### config.mk
export PLATFORM = sky130hd
export DESIGN_NAME = ex_stage_flat
export DESIGN_NICKNAME = d
export VERILOG_FILES = /design/src/rtl/ex_stage_pkg.sv /design/src/rtl/ex_stage_if.sv /design/src/rtl/ex_stage_div.sv /design/src/rtl/ex_stage.sv /design/src/flat_wrapper.sv
export SDC_FILE = /design/constraint.sdc
export NUM_CORES = 1
export LEC_CHECK = 0
export CAP_MARGIN = 20
export CORE_MARGIN = 1.5
export CORE_UTILIZATION = 25
export DETAILED_ROUTE_END_ITERATION = 10
export PLACE_DENSITY = 0.53
export SLEW_MARGIN = 20
export SYNTH_ARGS = -nofsm -noshare
export SYNTH_HDL_FRONTEND = slang
export SYNTH_SLANG_ARGS = --single-unit
### constraint.sdc
create_clock -name clk -period 7.4 [get_ports clk]
set_input_delay 1.11 -clock clk [delete_from_list [all_inputs] [get_ports clk]]
set_output_delay 1.11 -clock clk [all_outputs]
set_load 0.02 [all_outputs]
### src/rtl/ex_stage_pkg.sv
// ex_stage shared definitions: aluop and instr_type codes,
// divider iteration count and a conditional-negate helper.
package ex_stage_pkg;

  localparam logic [3:0] OP_ADD   = 4'h0;
  localparam logic [3:0] OP_SUB   = 4'h1;
  localparam logic [3:0] OP_AND   = 4'h2;
  localparam logic [3:0] OP_OR    = 4'h3;
  localparam logic [3:0] OP_XOR   = 4'h4;
  localparam logic [3:0] OP_MFHI  = 4'h5;
  localparam logic [3:0] OP_SLT   = 4'h6;
  localparam logic [3:0] OP_SLTU  = 4'h7;
  localparam logic [3:0] OP_SLL   = 4'h8;
  localparam logic [3:0] OP_SRL   = 4'h9;
  localparam logic [3:0] OP_SRA   = 4'hA;
  localparam logic [3:0] OP_MFLO  = 4'hB;
  localparam logic [3:0] OP_MULT  = 4'hC;
  localparam logic [3:0] OP_MULTU = 4'hD;
  localparam logic [3:0] OP_DIV   = 4'hE;
  localparam logic [3:0] OP_DIVU  = 4'hF;

  localparam logic [1:0] TYPE_R = 2'b00;
  localparam logic [1:0] TYPE_I = 2'b01;
  localparam logic [1:0] TYPE_J = 2'b10;

  localparam int DIV_CYCLES = 32;

  function automatic logic [31:0] neg_if(
    input logic        n,
    input logic [31:0] v
  );
    return n ? (~v + 32'd1) : v;
  endfunction

endpackage

### src/rtl/ex_stage_if.sv
// ID/EX operand bundle into the execute stage and its
// result/HI/LO/stall outputs back to the pipeline.
interface ex_stage_if;
  logic [31:0] ex_rdata1;
  logic [31:0] ex_rdata2;
  logic [31:0] ex_ext_imm;
  logic [3:0]  ex_aluop;
  logic [1:0]  ex_instr_type;
  logic        ex_to_hi;
  logic        ex_to_lo;
  logic [31:0] ex_alu_result;
  logic        ex_stall_req;
  logic [31:0] ex_hi;
  logic [31:0] ex_lo;

  modport master (
    output ex_rdata1, ex_rdata2, ex_ext_imm,
    output ex_aluop, ex_instr_type,
    output ex_to_hi, ex_to_lo,
    input  ex_alu_result, ex_stall_req,
    input  ex_hi, ex_lo
  );

  modport slave (
    input  ex_rdata1, ex_rdata2, ex_ext_imm,
    input  ex_aluop, ex_instr_type,
    input  ex_to_hi, ex_to_lo,
    output ex_alu_result, ex_stall_req,
    output ex_hi, ex_lo
  );
endinterface

### src/rtl/ex_stage_div.sv
// ex_div: restoring divider, one quotient bit per cycle.
// Only built when EX_MULDIV_EN is defined.
`ifdef EX_MULDIV_EN
module ex_div
  import ex_stage_pkg::*;
(
  input  logic        clk,
  input  logic        rst,
  input  logic        start_i,
  input  logic        sign_i,
  input  logic [31:0] dividend_i,
  input  logic [31:0] divisor_i,
  output logic        busy_o,
  output logic        done_o,
  output logic [31:0] quotient_o,
  output logic [31:0] remainder_o
);

  localparam int CW = $clog2(DIV_CYCLES);
  localparam logic [1:0] S_IDLE = 2'd0;
  localparam logic [1:0] S_BUSY = 2'd1;
  localparam logic [1:0] S_DONE = 2'd2;

  logic [1:0]    state_q, state_d;
  logic [CW-1:0] cnt_q, cnt_d;
  logic [31:0]   rem_q, rem_d;
  logic [31:0]   quo_q, quo_d;
  logic [31:0]   dvs_q, dvs_d;
  logic          negq_q, negq_d;
  logic          negr_q, negr_d;
  logic [32:0]   shf, dif;
  logic          a_neg, b_neg;

  assign a_neg = sign_i & dividend_i[31];
  assign b_neg = sign_i & divisor_i[31];

  // next state: latch magnitudes, then shift/subtract per cycle
  always_comb begin
    state_d = state_q;
    cnt_d   = cnt_q;
    rem_d   = rem_q;
    quo_d   = quo_q;
    dvs_d   = dvs_q;
    negq_d  = negq_q;
    negr_d  = negr_q;
    shf     = {rem_q, quo_q[31]};
    dif     = shf - {1'b0, dvs_q};
    case (state_q)
      S_IDLE: begin
        if (start_i) begin
          quo_d   = neg_if(a_neg, dividend_i);
          dvs_d   = neg_if(b_neg, divisor_i);
          rem_d   = '0;
          negq_d  = a_neg ^ b_neg;
          negr_d  = a_neg;
          cnt_d   = '0;
          state_d = S_BUSY;
        end
      end
      S_BUSY: begin
        rem_d = dif[32] ? shf[31:0] : dif[31:0];
        quo_d = {quo_q[30:0], ~dif[32]};
        cnt_d = cnt_q + CW'(1);
        if (cnt_q == CW'(DIV_CYCLES - 1)) begin
          state_d = S_DONE;
        end
      end
      S_DONE: begin
        cnt_d   = '0;
        state_d = S_IDLE;
      end
      default: state_d = S_IDLE;
    endcase
  end

  // divider state registers
  always_ff @(posedge clk) begin
    if (rst) begin
      state_q <= S_IDLE;
      cnt_q   <= '0;
      rem_q   <= '0;
      quo_q   <= '0;
      dvs_q   <= '0;
      negq_q  <= 1'b0;
      negr_q  <= 1'b0;
    end else begin
      state_q <= state_d;
      cnt_q   <= cnt_d;
      rem_q   <= rem_d;
      quo_q   <= quo_d;
      dvs_q   <= dvs_d;
      negq_q  <= negq_d;
      negr_q  <= negr_d;
    end
  end

  assign busy_o      = (state_q == S_BUSY);
  assign done_o      = (state_q == S_DONE);
  assign quotient_o  = neg_if(negq_q, quo_q);
  assign remainder_o = neg_if(negr_q, rem_q);

endmodule
`endif

### src/rtl/ex_stage.sv
// MIPS32 execute stage: ALU, HI/LO, multiplier and divider.
// Mul/div (and stall) present only if EX_MULDIV_EN is defined.
module ex_stage
  import ex_stage_pkg::*;
(
  input logic clk,
  input logic rst,
  ex_stage_if.slave bus
);

  logic [31:0] a, b, opb;
  logic [4:0]  sh;
  logic [31:0] hi_q, hi_d, lo_q, lo_d;
  logic [31:0] res;
  logic        md_idle;

  assign a   = bus.ex_rdata1;
  assign b   = bus.ex_rdata2;
  assign sh  = bus.ex_ext_imm[10:6];
  assign opb = (bus.ex_instr_type == TYPE_R) ? b
                                             : bus.ex_ext_imm;

  // combinational ALU result; mul/div codes yield 0
  always_comb begin
    res = '0;
    unique case (bus.ex_aluop)
      OP_ADD:  res = a + opb;
      OP_SUB:  res = a - opb;
      OP_AND:  res = a & opb;
      OP_OR:   res = a | opb;
      OP_XOR:  res = a ^ opb;
      OP_MFHI: res = hi_q;
      OP_SLT:  res = {31'd0, $signed(a) < $signed(opb)};
      OP_SLTU: res = {31'd0, a < opb};
      OP_SLL:  res = b << sh;
      OP_SRL:  res = b >> sh;
      OP_SRA:  res = $signed(b) >>> sh;
      OP_MFLO: res = lo_q;
      default: res = '0;
    endcase
  end

`ifdef EX_MULDIV_EN
  logic        mul_op, div_op, div_start;
  logic        div_busy, div_done;
  logic [31:0] div_q, div_r;
  logic [63:0] prod, ma, mb;
  logic        msg;

  assign mul_op = (bus.ex_aluop == OP_MULT) |
                  (bus.ex_aluop == OP_MULTU);
  assign div_op = (bus.ex_aluop == OP_DIV) |
                  (bus.ex_aluop == OP_DIVU);
  assign msg    = (bus.ex_aluop == OP_MULT);
  assign ma     = {{32{msg & a[31]}}, a};
  assign mb     = {{32{msg & b[31]}}, b};
  assign prod   = ma * mb;

  assign md_idle   = ~div_busy & ~div_done;
  assign div_start = md_idle & div_op & ~rst;

  ex_div u_div (
    .clk         (clk),
    .rst         (rst),
    .start_i     (div_start),
    .sign_i      (bus.ex_aluop == OP_DIV),
    .dividend_i  (a),
    .divisor_i   (b),
    .busy_o      (div_busy),
    .done_o      (div_done),
    .quotient_o  (div_q),
    .remainder_o (div_r)
  );

  assign bus.ex_stall_req = div_start | div_busy;
`else
  assign md_idle          = 1'b1;
  assign bus.ex_stall_req = 1'b0;
`endif

  // HI/LO next value: MTHI/MTLO, MULT, divider completion
  always_comb begin
    hi_d = hi_q;
    lo_d = lo_q;
    if (md_idle) begin
      if (bus.ex_to_hi) hi_d = a;
      if (bus.ex_to_lo) lo_d = a;
    end
`ifdef EX_MULDIV_EN
    if (md_idle && mul_op) begin
      {hi_d, lo_d} = prod;
    end
    if (div_done) begin
      hi_d = div_r;
      lo_d = div_q;
    end
`endif
  end

  // architectural HI/LO registers
  always_ff @(posedge clk) begin
    if (rst) begin
      hi_q <= '0;
      lo_q <= '0;
    end else begin
      hi_q <= hi_d;
      lo_q <= lo_d;
    end
  end

  assign bus.ex_alu_result = res;
  assign bus.ex_hi         = hi_q;
  assign bus.ex_lo         = lo_q;

endmodule
### src/flat_wrapper.sv
// flat-port wrapper written by rule: the top's interface ports become plain ports
module ex_stage_flat import ex_stage_pkg::*;
  (clk, rst, bus_ex_rdata1, bus_ex_rdata2, bus_ex_ext_imm, bus_ex_aluop, bus_ex_instr_type, bus_ex_to_hi, bus_ex_to_lo, bus_ex_alu_result, bus_ex_stall_req, bus_ex_hi, bus_ex_lo);
  ex_stage_if bus_i ();
  input logic clk;
  input logic rst;
  input wire logic [$bits(bus_i.ex_rdata1)-1:0] bus_ex_rdata1;
  input wire logic [$bits(bus_i.ex_rdata2)-1:0] bus_ex_rdata2;
  input wire logic [$bits(bus_i.ex_ext_imm)-1:0] bus_ex_ext_imm;
  input wire logic [$bits(bus_i.ex_aluop)-1:0] bus_ex_aluop;
  input wire logic [$bits(bus_i.ex_instr_type)-1:0] bus_ex_instr_type;
  input wire logic [$bits(bus_i.ex_to_hi)-1:0] bus_ex_to_hi;
  input wire logic [$bits(bus_i.ex_to_lo)-1:0] bus_ex_to_lo;
  output wire logic [$bits(bus_i.ex_alu_result)-1:0] bus_ex_alu_result;
  output wire logic [$bits(bus_i.ex_stall_req)-1:0] bus_ex_stall_req;
  output wire logic [$bits(bus_i.ex_hi)-1:0] bus_ex_hi;
  output wire logic [$bits(bus_i.ex_lo)-1:0] bus_ex_lo;
  assign bus_i.ex_rdata1 = bus_ex_rdata1;
  assign bus_i.ex_rdata2 = bus_ex_rdata2;
  assign bus_i.ex_ext_imm = bus_ex_ext_imm;
  assign bus_i.ex_aluop = bus_ex_aluop;
  assign bus_i.ex_instr_type = bus_ex_instr_type;
  assign bus_i.ex_to_hi = bus_ex_to_hi;
  assign bus_i.ex_to_lo = bus_ex_to_lo;
  assign bus_ex_alu_result = bus_i.ex_alu_result;
  assign bus_ex_stall_req = bus_i.ex_stall_req;
  assign bus_ex_hi = bus_i.ex_hi;
  assign bus_ex_lo = bus_i.ex_lo;
  ex_stage u_core (.clk(clk), .rst(rst), .bus(bus_i));
endmodule
==> impl_metrics.py, run 1 <==
metrics = {
    "global_route": {
        "grt_max_degree": 84,
        "grt_pass1_wl_um": 88400,
        "grt.total_usage_pct": 23.85,
        "antenna_found_initial": 0,
        "grt_pass1_vias": 12936,
        "gr-total-overflow": 0,
    },
    "cells_and_area": {
        "area_growth_syn_to_layout_pct": 24.09,
        "design_area_mm2": 0.01490,
        "num_antenna_cells": 0,
        "utilization_pct": 31.34,
        "final_net_count": 1979,
        "drive_gt1_share_pct": 10.16,
        "final_cell_count_no_fill": 2386,
    },
    "timing": {
        "finalSetupTns_ps": 0,
        "post-route-period-util_pct": 95.45,
        "period_minus_slack_ps": 7064,
        "setup_viol_count_final": 0,
        "rsz0062_at_grt": "false",
        "maxSlewHeadroom_pct": 36.89,
        "finalHoldViolCount": 0,
        "finalMaxSlewViolations": 0,
        "max_freq_mhz": 141.6,
        "worst_clock_skew_ps": 0,
        "worst_slew_pin_slew_ps": 944.3,
    },
    "floorplan": {
        "die_area_mm2": 0.04936,
        "io_pins": 203,
        "num_rows": 80,
        "dieHeight_um": 222.2,
        "core_area_mm2": 0.04755,
        "initial_core_util_pct": 25.26,
        "die_w_um": 222.2,
    },
    "worst_setup_path": {
        "critPathSlowestCell": "clkdlybuf4s50_1",
        "crit_fanout": 10,
        "end_kind": "output port",
        "crit_path_cell_trace": "clkdlybuf4s50_1 > nor2_2 > o21ai_0 > inv_1 > ha_1 > nor2_1 > o2111ai_1 > a31oi_1 > nor3_2 > o31ai_1 > a211oi_1 > o31ai_1 > mux2i_1 > o21ai_1 > clkdlybuf4s50_1",
        "crit_path_start_kind": "input pin",
        "critPathArrivalTime_ps": 5950,
        "critPathKind": "input pin to output port",
        "cpPeakStageDelay_ps": 640,
        "cp.required_ps": 6290,
    },
    "synthesis": {
        "synth_compound_area_share_pct": 29.92,
        "syn_area_mm2": 0.01201,
        "syn_nets": 1847,
        "synthArstFlopShare_pct": 0,
        "seq_area_frac_synth_pct": 10.67,
        "synth_edf_count": 0,
        "yosys.area_share.simple_pct": 18.99,
        "synth_top_cell_by_area": "ha_1",
        "yosysTopAreaCellShare_pct": 10.94,
        "synth_top_family_by_area": "compound AO/OA/AOI/OAI gates",
        "synth.avg_cell_area_um2": 7.349,
        "yosys_warnings": 0,
        "muxShareOfSynthArea_pct": 19.80,
        "synth_commonest_cells": "nor2_1, nand2_1, a21oi_1, mux2i_1, ha_1",
        "synth_xor_area_share_pct": 1.021,
        "synth_seq_cells": 64,
        "syn_inst": 1634,
        "synth_area_leaders": "ha_1, dfxtp_1, mux2i_1, nor2_1, a21oi_1",
        "synthDistinctLibCells": 100,
        "synth_adder_area_share_pct": 11.27,
        "yosysMostFrequentCell": "nor2_1",
        "ys.flop_type": "dfxtp_1",
    },
    "routing": {
        "drt_iter0_drc": 1592,
        "wl_per_cell_um": 25.48,
        "num_vias": 13739,
        "first_pass_iters": 9,
        "drc": 0,
        "wl_um": 60800,
        "viasPerCell": 5.758,
        "antenna_left": 0,
    },
    "cts": {
        "max-clock-path-buffers": 2,
        "cts_num_sinks": 64,
        "clkTransAtPathRegs_ps": 60,
        "clk_latency_ps": 370,
        "cts-root-buf": "clkbuf_16",
        "cts_made_buffers": 9,
        "cts_tree": "yes",
        "h-tree-depth": 3,
        "cts_resized": 0,
    },
    "power_and_ir_drop": {
        "max-vdd-ir-drop_mv": 0.08263,
        "power_mw": 1.980,
        "p_per_area_mw_per_mm2": 132.9,
        "power.leakage_nw": 6.185,
    },
    "placed_design": {
        "globalplace.congestion": 0.9616,
        "hpwl_um": 47110,
        "numPortBuffers": 201,
        "post-place-cells": 2367,
        "placed_area_mm2": 0.01457,
    },
    "job": {
        "maxCapViolCount": 0,
    },
    "status": {
        "status": "finished, final reports clean",
    },
    "min_path": {
        "hold_class": "flip-flop to flip-flop",
    },
}
flip-flops by register name, indices dropped and copies added (netlist names):
register / cells
u_core.bus.ex_lo: 32
u_core.bus.ex_hi: 32
layout make-up:
cell class	count	area [um^2]
clock buffer	10	229.0
tap	615	769.5
timing repair buffer	256	2417
clock inverter	6	60.06
multi-input combinational	1336	9772
sequential	64	1281
fill	5143	32650
inverter	99	371.6
metrics by stage:
step	worst slack (ps)	hold WS (ps)
3_3_place_gp	316.7	504.6
4_1_cts	254.0	532.7
3_5_place_dp	253.6	518.0
2_1_floorplan	1388	594.3
6_report	336.4	527.1
5_1_grt	129.6	554.9
final timing paths:
| kind | from | endpoint | slack [ps] | cells after the start |
|---|---|---|---|---|
| hold / removal | u_core.bus.ex_lo[8]$_SDFFE_PP0P_ | u_core.bus.ex_lo[8]$_SDFFE_PP0P_ | 530 | 2 |
| setup reg to reg | u_core.bus.ex_lo[0]$_SDFFE_PP0P_ | u_core.bus.ex_lo[0]$_SDFFE_PP0P_ | 6620 | 2 |
| setup / recovery | bus_ex_instr_type[1] | bus_ex_alu_result[25] | 340 | 15 |
| hold reg to reg | u_core.bus.ex_lo[8]$_SDFFE_PP0P_ | u_core.bus.ex_lo[8]$_SDFFE_PP0P_ | 530 | 2 |
routing by layer:
| metal | up-vias | GRT usage (%) | part of all wire, % |
|---|---|---|---|
| met5 | - | 0 | 0 |
| met4 | 0 | 3.844 | 1.1 |
| met3 | 34 | 3.220 | 7.4 |
| met2 | 634 | 37.11 | 45 |
| met1 | 6736 | 35.14 | 47 |
| li1 | 6335 | - | - |
cell usage in the layout, fill, tap and decap left out, drive strengths merged, types with 22 or more instances in the layout:
cell type | Yosys | routed
nor2 | 225 | 226
clkdlybuf4s50 | 0 | 193
nand2 | 131 | 131
a21oi | 127 | 127
mux2i | 110 | 110
ha | 105 | 105
inv | 99 | 98
o21ai | 93 | 93
dfxtp | 64 | 64
buf | 52 | 63
mux2 | 54 | 54
o211ai | 29 | 29
mux4 | 29 | 29
nand3 | 28 | 28
nor3 | 26 | 26
a221oi | 25 | 25
a21o | 22 | 22
power by group:
group,internal [mW],switching [mW],total [mW]
logic,0.455,0.697,1.15
registers,0.366,0.0219,0.388
clock network,0.259,0.182,0.441
worst max-delay path, delay by kind of cell:
family / cells / cell delay (ps)
buf+inv: 3 / 1370
fa+ha+maj: 1 / 360
mux: 1 / 140
simple gates: 3 / 440
compound gates: 7 / 2510
cell families after synthesis:
family          Yosys count
other cells               1
compound gates          516
fa+ha+maj               107
simple gates            504
buf+inv                 235
xor+xnor                 14
flops                    64
mux                     193
what timing repair did:
action | CTS | global route
hold buffers | 0 | 0
endpoints found under the setup margin | 0 | 5
buffers inserted | 0 | 2
No activity file was read; power rests on OpenSTA's default activity.
==> run 2: changes to the inputs <==
CORE_MARGIN = default   (was 1.5)
==> impl_metrics.py, run 2 (synthesis results as in run 1) <==
metrics = {
    "status": {
        "status": "finished, final reports clean",
    },
    "cells_and_area": {
        "drive_gt1_share_pct": 10.47,
        "design_area_mm2": 0.01495,
        "final_net_count": 1984,
        "final_cell_count_no_fill": 2385,
        "final_common_cell": "nor2_1",
        "area_growth_syn_to_layout_pct": 24.50,
        "final_cell_mix": "nor2_1, clkdlybuf4s50_1, nand2_1",
    },
    "cts": {
        "cts_resized": 0,
        "clkTransAtPathRegs_ps": 60,
        "cts-root-buf": "clkbuf_16",
        "post_cts_buffers": 0,
        "cts_tree": "yes",
        "h-tree-depth": 3,
        "max-clock-path-buffers": 2,
        "holdBufCountCts": 0,
        "cts_made_buffers": 9,
        "cts_num_sinks": 64,
        "clk_latency_ps": 370,
    },
    "timing": {
        "worst_slew_pin_slew_ps": 925.2,
        "worst_clock_skew_ps": 0,
        "hold_ws_ps": 531.2,
        "post-route-period-util_pct": 96.22,
        "period_minus_slack_ps": 7120,
        "finalSetupTns_ps": 0,
        "max_freq_mhz": 140.4,
        "setup_viol_count_final": 0,
        "finalMaxSlewViolations": 0,
        "rsz0062_at_grt": "false",
        "finalHoldViolCount": 0,
        "maxSlewHeadroom_pct": 38.32,
    },
    "worst_setup_path": {
        "reg2reg_slack_ps": 6610,
        "crit_fanout": 10,
        "critPathKind": "input pin to output port",
        "cp.required_ps": 6290,
        "critPathArrivalTime_ps": 6010,
        "crit_path_start_kind": "input pin",
        "end_kind": "output port",
    },
    "power_and_ir_drop": {
        "power.leakage_nw": 6.221,
        "power_mw": 2.033,
        "max-vdd-ir-drop_mv": 0.06935,
        "p_per_area_mw_per_mm2": 136.0,
    },
    "routing": {
        "num_vias": 13843,
        "wl_um": 60550,
        "drt_iter0_drc": 1513,
        "drc": 0,
        "viasPerCell": 5.804,
        "antenna_left": 0,
        "first_pass_iters": 9,
        "wl_per_cell_um": 25.39,
    },
    "floorplan": {
        "initial_core_util_pct": 25.57,
        "io_pins": 203,
        "die_area_mm2": 0.04891,
        "num_rows": 79,
        "die_w_um": 221.2,
        "core_area_mm2": 0.04695,
        "dieHeight_um": 221.2,
    },
    "global_route": {
        "antenna_found_initial": 2,
        "grt_pass1_wl_um": 88200,
        "grt_max_degree": 75,
        "grt_pass1_vias": 12952,
        "gr-total-overflow": 0,
        "grt.total_usage_pct": 23.91,
    },
    "placed_design": {
        "post-place-cells": 2364,
        "hpwl_um": 47700,
        "globalplace.congestion": 0.9487,
        "numPortBuffers": 201,
        "placed_area_mm2": 0.01459,
    },
    "min_path": {
        "hold_class": "flip-flop to flip-flop",
    },
    "job": {
        "maxCapViolCount": 0,
    },
}
-- run 2: changes by cell type in the layout (fill, tap and decap cells not counted), sizes merged --
cell    before  now
diode        0    2
clkinv       4    3
buf         63   69
bufinv       1    2
nor2       226  225
-- run 2: worst max-delay path: stages --
cell,delay [ps]
clkdlybuf4s50_1,500
nor2_4,90
buf_4,180
o21ai_0,700
inv_1,200
ha_1,430
a21oi_1,190
o21ai_1,130
o31a_1,250
a41o_1,280
a21boi_1,290
o21a_1,250
nor3_1,90
or4b_1,510
nand3_1,160
clkdlybuf4s50_1,630
-- run 2: power by group --
part / leakage, nW / switching (mW) / internal (mW)
Combinational: 5.54 / 0.695 / 0.455
Clock: 0.155 / 0.191 / 0.305
Sequential: 0.529 / 0.0214 / 0.366
Total: 6.22 / 0.908 / 1.13
-- run 2: path summary, 6_finish.rpt --
check / startpoint / end / depth (start not counted)
max: bus_ex_instr_type[0] / bus_ex_alu_result[30] / 16
min: u_core.bus.ex_hi[27]$_SDFFE_PP0P_ / u_core.bus.ex_hi[27]$_SDFFE_PP0P_ / 2
max reg2reg: u_core.bus.ex_lo[0]$_SDFFE_PP0P_ / u_core.bus.ex_lo[0]$_SDFFE_PP0P_ / 2
min reg2reg: u_core.bus.ex_hi[27]$_SDFFE_PP0P_ / u_core.bus.ex_hi[27]$_SDFFE_PP0P_ / 2
-- run 2: layout make-up --
cell class,instances,area (um^2)
Antenna cell,2,5.005
Clock buffer,10,239.0
Clock inverter,6,92.59
Fill cell,5041,32000
Inverter,99,371.6
Multi-Input combinational cell,1335,9766
Sequential cell,64,1281
Tap cell,607,759.5
Timing Repair Buffer,262,2435
-- run 2: stage by stage --
stage / util, % / worst slack (ps)
after floorplan: - / 1388
after global placement: 31.07 / 273.7
after detailed placement: 31.07 / 137.7
after CTS: 31.78 / 121.9
after global routing: 31.83 / 137.0
final: 31.84 / 279.7
-- run 2: routing by layer --
| metal | part of all wire, % | vias to the layer above | track usage, % |
|---|---|---|---|
| met1 | 45 | 6744 | 34.36 |
| met5 | 0 | - | 0 |
| li1 | - | 6329 | - |
| met4 | 2.2 | 0 | 6.632 |
| met3 | 8.2 | 66 | 3.545 |
| met2 | 44 | 704 | 36.70 |
